## src/rtl/tt_um_ripple_count_monitor.sv

```systemverilog
// Monitors an asynchronous 3-bit ripple counter. Settled values are captured, wraps are counted
// and any non-+1 step is flagged. The selected value is shown on a seven-segment display.
module tt_um_ripple_count_monitor (
    input  logic       clk,
    input  logic       rst_n,
    input  logic       ena,
    input  logic [7:0] ui_in,
    input  logic [7:0] uio_in,
    output logic [7:0] uo_out,
    output logic [7:0] uio_out,
    output logic [7:0] uio_oe
);

    logic [2:0] s1;
    logic [2:0] s2;
    logic [2:0] s3;
    logic [2:0] cap;
    logic [2:0] cap_inc;
    logic [7:0] wrap_cnt;
    logic       err;
    logic       capture;
    logic       wrap_evt;
    logic       seq_err;
    logic       clear;
    logic [3:0] disp_nib;
    logic [6:0] seg;
    logic       unused_ok;

    // s2==s3 means the synchronized value held for two cycles, so ripple glitches never capture
    assign cap_inc  = cap + 3'd1;
    assign capture  = ena && (s2 == s3) && (s3 != cap);
    assign wrap_evt = capture && (cap == 3'd7) && (s3 == 3'd0);
    assign seq_err  = capture && (s3 != cap_inc);
    assign clear    = ena && ui_in[3];

    always_ff @(posedge clk or negedge rst_n) begin
        if (!rst_n) begin
            s1 <= 3'd0;
            s2 <= 3'd0;
            s3 <= 3'd0;
        end else begin
            s1 <= ui_in[2:0];
            s2 <= s1;
            s3 <= s2;
        end
    end

    always_ff @(posedge clk or negedge rst_n) begin
        if (!rst_n) begin
            cap      <= 3'd0;
            wrap_cnt <= 8'd0;
            err      <= 1'b0;
        end else if (ena) begin
            if (capture) begin
                cap <= s3;
            end
            if (clear) begin
                wrap_cnt <= 8'd0;
                err      <= 1'b0;
            end else begin
                if (wrap_evt) begin
                    wrap_cnt <= wrap_cnt + 8'd1;
                end
                if (seq_err) begin
                    err <= 1'b1;
                end
            end
        end
    end

    assign disp_nib = ui_in[4] ? wrap_cnt[3:0] : {1'b0, cap};

    always_comb begin
        seg = 7'h00;
        case (disp_nib)
            4'h0: seg = 7'h3F;
            4'h1: seg = 7'h06;
            4'h2: seg = 7'h5B;
            4'h3: seg = 7'h4F;
            4'h4: seg = 7'h66;
            4'h5: seg = 7'h6D;
            4'h6: seg = 7'h7D;
            4'h7: seg = 7'h07;
            4'h8: seg = 7'h7F;
            4'h9: seg = 7'h6F;
            4'hA: seg = 7'h77;
            4'hB: seg = 7'h7C;
            4'hC: seg = 7'h39;
            4'hD: seg = 7'h5E;
            4'hE: seg = 7'h79;
            4'hF: seg = 7'h71;
            default: seg = 7'h00;
        endcase
    end

    assign uo_out    = {err, seg};
    assign uio_out   = wrap_cnt;
    assign uio_oe    = 8'hFF;
    assign unused_ok = &{1'b0, ui_in[7:5], uio_in};

endmodule

```

## config.mk

```make
export PLATFORM = sky130hd
export DESIGN_NAME = tt_um_ripple_count_monitor
export DESIGN_NICKNAME = d
export VERILOG_FILES = /design/src/rtl/tt_um_ripple_count_monitor.sv
export SDC_FILE = /design/constraint.sdc
export NUM_CORES = 1
export LEC_CHECK = 0
export BUFFER_PORTS_ARGS = -buffer_cell sky130_fd_sc_hd__clkbuf_2
export CORE_ASPECT_RATIO = 0.5
export CORE_MARGIN = 2
export CORE_UTILIZATION = 24
export DETAILED_ROUTE_END_ITERATION = 10
export GPL_ROUTABILITY_DRIVEN = 0
export PLACE_DENSITY = 0.47
export SLEW_MARGIN = 20
export SYNTH_ARGS = -nofsm -noshare
export SYNTH_HDL_FRONTEND = slang
export SYNTH_SLANG_ARGS = --single-unit
export TNS_END_PERCENT = 20
```

## constraint.sdc

```tcl
create_clock -name clk -period 3.93 [get_ports clk]
set_input_delay 0.9825 -clock clk [delete_from_list [all_inputs] [get_ports clk]]
set_output_delay 0.9825 -clock clk [all_outputs]
set_load 0.01 [all_outputs]
```

==> impl_results.html <==
<table>
<tr><th>Metric</th><th>Value</th></tr>
<tr><th colspan="2">Finish</th></tr>
<tr><td>Proportion of layout cells with a drive suffix above 1</td><td>between 20 and 25%</td></tr>
<tr><td>Area Overhead vs Synth</td><td>15.91%</td></tr>
<tr><td>Multi-input logic area</td><td>between 600 and 700 um^2</td></tr>
<tr><td>Ant. Diodes</td><td>0</td></tr>
<tr><td># fillers</td><td>about 550</td></tr>
<tr><td>Final net count</td><td>around 180</td></tr>
<tr><td>Area used by sequential logic in the layout</td><td>approximately 530 um^2</td></tr>
<tr><td>Share of the core filled with cells</td><td>slightly below 30%</td></tr>
<tr><th colspan="2">Setup path</th></tr>
<tr><td>Startpoint kind of the worst setup timing path</td><td>input pin</td></tr>
<tr><td>Worst-path cell with the longest stage delay</td><td>ha_1</td></tr>
<tr><td>Most frequent CP cell</td><td>clkbuf_2</td></tr>
<tr><td>Maximum single-stage delay on the critical path</td><td>~0.23 ns</td></tr>
<tr><td>Cells along the critical path</td><td>clkbuf_2 -&gt; mux2i_1 -&gt; buf_4 -&gt; inv_1 -&gt; ha_1 -&gt; o21ai_0 -&gt; nor2_1 -&gt; a21oi_1 -&gt; clkbuf_2</td></tr>
<tr><td>Worst R2R Start</td><td>cap[0]</td></tr>
<tr><td>CP Class</td><td>in2out</td></tr>
<tr><td>Destination of the critical timing path</td><td>uo_out[3]</td></tr>
<tr><td>Worst setup path startpoint</td><td>ui_in[4]</td></tr>
<tr><td>Endpoint type of the worst setup path</td><td>primary output</td></tr>
<tr><td>Data arrival time of the critical path</td><td>~2.3 ns</td></tr>
<tr><td>Capture instance of the worst register-to-register path</td><td>uio_out[4]</td></tr>
<tr><td>Minimum setup slack among reg-to-reg paths</td><td>between 1.5 and 2 ns</td></tr>
<tr><td>Maximum fanout along the worst path</td><td>6</td></tr>
<tr><td>Number of cells traversed by the worst register-to-register path</td><td>6</td></tr>
<tr><td>Required time of the critical path</td><td>around 3.0 ns</td></tr>
<tr><th colspan="2">Clock tree</th></tr>
<tr><td>Max H-tree Level</td><td>1</td></tr>
<tr><td>Number of buffers inserted by post-CTS setup repair</td><td>0</td></tr>
<tr><td>Clock Root Buffer</td><td>clkbuf_8</td></tr>
<tr><td>Number of sinks driven by the clock tree</td><td>21</td></tr>
<tr><td>TritonCTS clock tree</td><td>built</td></tr>
<tr><td>Number of clock buffers inserted by TritonCTS</td><td>3</td></tr>
<tr><td>Maximum root-to-sink buffer count</td><td>2</td></tr>
<tr><td>Clock input transition at the sequential cells of the worst setup and hold paths</td><td>~0.07 ns</td></tr>
<tr><td>Clock latency of the later-clocked register in the worst-skew pair</td><td>approximately 0.25 ns</td></tr>
<tr><td>Number of resized instances in the post-cts repair step</td><td>0</td></tr>
<tr><td>Number of hold-repair buffers added at the cts stage</td><td>0</td></tr>
<tr><th colspan="2">Timing</th></tr>
<tr><td>Final Max Tran Viols</td><td>0</td></tr>
<tr><td>Total setup violations reported at the end of the flow</td><td>0</td></tr>
<tr><td>Final critical-path share of the clock period</td><td>roughly 83%</td></tr>
<tr><td>Worst clock skew</td><td>around 0.0042 ns</td></tr>
<tr><td>Count of final hold-check violations</td><td>0</td></tr>
<tr><td>Fin Setup TNS</td><td>0 ns</td></tr>
<tr><td>Highest clock frequency the design can meet</td><td>between 300 and 400 MHz</td></tr>
<tr><td>Actual slew at the worst max-slew pin</td><td>roughly 0.52 ns</td></tr>
<tr><td>Setup repair after global routing missed its margin</td><td>false</td></tr>
<tr><td>Post-layout min period</td><td>3.272 ns</td></tr>
<tr><td>Max-slew headroom</td><td>65.13%</td></tr>
<tr><th colspan="2">Drt</th></tr>
<tr><td>Detail Route Antenna Nets</td><td>0</td></tr>
<tr><td>First-pass iteration count of the detailed router</td><td>4</td></tr>
<tr><td>Post-DR vias/cell</td><td>about 4.2</td></tr>
<tr><td>Detail-routed net length per standard cell</td><td>~11 um</td></tr>
<tr><td>Final wirelength</td><td>about 2.4 mm</td></tr>
<tr><td>DRC marker count from the first detailed-route iteration</td><td>57</td></tr>
<tr><td>Detailed-route via count</td><td>925</td></tr>
<tr><td>DRC violations left</td><td>0</td></tr>
<tr><th colspan="2">Yosys</th></tr>
<tr><td>Adder and majority cell fraction of the synthesized area</td><td>slightly below 10%</td></tr>
<tr><td>Count of distinct cell types in the synthesized netlist</td><td>36</td></tr>
<tr><td>Number of warnings issued by yosys</td><td>0</td></tr>
<tr><td>Share of the synthesized area in the top cell type</td><td>41.26%</td></tr>
<tr><td>Post-Syn Area per Cell</td><td>9.951 um^2</td></tr>
<tr><td>Compound-Gate Fraction of Synth Area</td><td>about 11%</td></tr>
<tr><td>Post-synth design cell area</td><td>0.001274 mm^2</td></tr>
<tr><td>Fraction of synthesized cell area in xor and xnor cells</td><td>under 10%</td></tr>
<tr><td>Share of synthesized cell area in and, or, nand and nor gates</td><td>between 15 and 20%</td></tr>
<tr><td>Largest cells by area after synthesis</td><td>dfrtp_1 41%, ha_1 9.8%, buf_4 5.3%</td></tr>
<tr><td>Cell accounting for the most synthesized area</td><td>dfrtp_1</td></tr>
<tr><td>Seq cells post-synth</td><td>21</td></tr>
<tr><td>Multiplexer share of the synthesized area</td><td>5.796%</td></tr>
<tr><td>Number of instances in the synthesized netlist</td><td>~130</td></tr>
<tr><td>Proportion of synthesized chip area in sequential cells</td><td>about two fifths</td></tr>
<tr><td>Largest family of logic cells by synthesized area</td><td>simple AND/OR/NAND/NOR gates</td></tr>
<tr><th colspan="2">Die</th></tr>
<tr><td>Top-Level Pins</td><td>43</td></tr>
<tr><td>Row count</td><td>18</td></tr>
<tr><td>Die height</td><td>about 56 um</td></tr>
<tr><td>Full die area</td><td>0.005941 mm^2</td></tr>
<tr><td>Die W</td><td>roughly 110 um</td></tr>
<tr><td>Starting density of the core</td><td>around 25%</td></tr>
<tr><td>Floorplan Core Area</td><td>roughly 0.0050 mm^2</td></tr>
<tr><th colspan="2">Power and ir drop</th></tr>
<tr><td>Power density over the cells</td><td>389.5 mW/mm^2</td></tr>
<tr><td>Peak supply drop</td><td>roughly 0.00014 V</td></tr>
<tr><td>Leak pwr</td><td>~0.7 nW</td></tr>
<tr><th colspan="2">Placed design</th></tr>
<tr><td>HPWL reported at the end of detailed placement</td><td>roughly 1.8 mm</td></tr>
<tr><td># port buffers</td><td>23</td></tr>
<tr><th colspan="2">Global route</th></tr>
<tr><td>Global-route usage over all layers</td><td>between 8 and 9%</td></tr>
<tr><td>Number of antenna violations at the first check in global routing</td><td>0</td></tr>
<tr><td>Global-route wire length before repair</td><td>a little over 4 mm</td></tr>
<tr><td>Total congestion overflow after global routing</td><td>0</td></tr>
<tr><td>Number of global-route vias before repair</td><td>around 890</td></tr>
<tr><td>Maximum number of pins on one net before global-route repair</td><td>22</td></tr>
<tr><th colspan="2">Status</th></tr>
<tr><td>Outcome</td><td>completed</td></tr>
<tr><th colspan="2">Run</th></tr>
<tr><td># Max-Cap Violations</td><td>0</td></tr>
<tr><th colspan="2">Worst hold path</th></tr>
<tr><td>Class of the worst hold path</td><td>reg2reg</td></tr>
</table>
==> sequential cells by signal, indices dropped and copies added (netlist names) <==
name and cells:
s3 3, s2 3, cap 3, uio_out 8, err 1, s1 3
==> worst max-delay path, delay by kind of cell <==
kind,cells,cell delay (ns)
compound gates,2,0.29
fa+ha+maj,1,0.23
buf+inv,4,0.54
mux,1,0.20
simple gates,1,0.05
==> area by class of cell <==
type | count | area share (%)
clock buffer | 4 | 3.051
timing repair buffer | 26 | 9.322
tap | 70 | 5.932
multi-input combinational | 96 | 45.08
sequential | 21 | 35.59
inverter | 4 | 1.017
==> per-layer routing <==
metal / GRT usage, % / wire (um) / vias to the layer above
met1: 11.26 / 1143 / 430
met2: 13.65 / 1106 / 23
met3: 2.361 / 119 / 0
met5: 0 / 0 / -
met4: 2.226 / 0 / 0
li1: - / - / 472
==> synthesized netlist by cell type (all sizes together) <==
cell type  count
nand2b         1
o21ai          5
xor2           3
mux2           3
nor2           4
conb           1
o31ai          1
ha            10
nor4b          1
mux2i          4
nand4          1
dfrtp         21
or3            6
a31oi          3
xnor2          7
or4            1
nor3           1
a211oi         1
a21oi         10
a2bb2oi        1
inv            4
o21a           1
nand2         11
o211ai         1
clkbuf         3
o221ai         1
and3           3
or4b           1
buf           11
and2           3
nand3          4
==> how the worst min path moves through the flow <==
stage	start	endpoint	slack, ns	cells past startpoint
4_1_cts	s1[2]	s2[2]	0.35	0
5_1_grt	s1[0]	s2[0]	0.37	0
6_report	s1[2]	s2[2]	0.35	0
2_1_floorplan	s1[0]	s2[0]	0.33	0
3_3_place_gp	s1[0]	s2[0]	0.33	0
3_5_place_dp	s1[2]	s2[2]	0.33	0
==> cells by family (layout without fill, tap and decap cells) <==
kind of cell / count (synthesis) / count (layout)
mux: 7 / 7
fa+ha+maj: 10 / 10
xor+xnor: 10 / 10
flops: 21 / 21
compound gates: 24 / 24
other cells: 1 / 8
buf+inv: 18 / 34
simple gates: 37 / 37
==> placed cells by master (no fill, tap or decap), types with 2 or more instances in the layout <==
master | netlist | routed
clkbuf_2 | 0 | 23
dfrtp_1 | 21 | 21
nand2_1 | 11 | 11
a21oi_1 | 10 | 10
ha_1 | 10 | 10
conb_1 | 1 | 8
xnor2_1 | 7 | 7
o21ai_0 | 5 | 5
mux2i_1 | 4 | 4
inv_1 | 4 | 4
nor2_1 | 4 | 4
nand3_1 | 4 | 4
and2_1 | 3 | 3
a31oi_1 | 3 | 3
or3_1 | 3 | 3
xor2_1 | 3 | 3
mux2_2 | 3 | 3
clkbuf_8 | 0 | 3
buf_4 | 9 | 3
and3_1 | 2 | 2
or3_2 | 2 | 2
==> where the power goes <==
part           leakage, nW  switching (W)  internal, W
Sequential           0.266      0.0000191     0.000233
Clock               0.0228      0.0000628    0.0000720
Combinational        0.408       0.000100    0.0000881
Total                0.698       0.000182     0.000393
==> per-stage QoR <==
stage                     instance area, um^2  power [W]  std cells  setup slack [ns]  hold WS (ns)
after floorplan                          1300  0.0003879        135            0.5598        0.3312
after global placement                   1431  0.0004392        217            0.6451        0.3326
after detailed placement                 1431  0.0004456        217            0.6453        0.3347
after CTS                                1476  0.0005834        221            0.6483        0.3510
after global routing                     1476  0.0006237        221            0.5482        0.3653
final                                    1476  0.0005750        221            0.6582        0.3496
(Power assumes the default switching activity.)
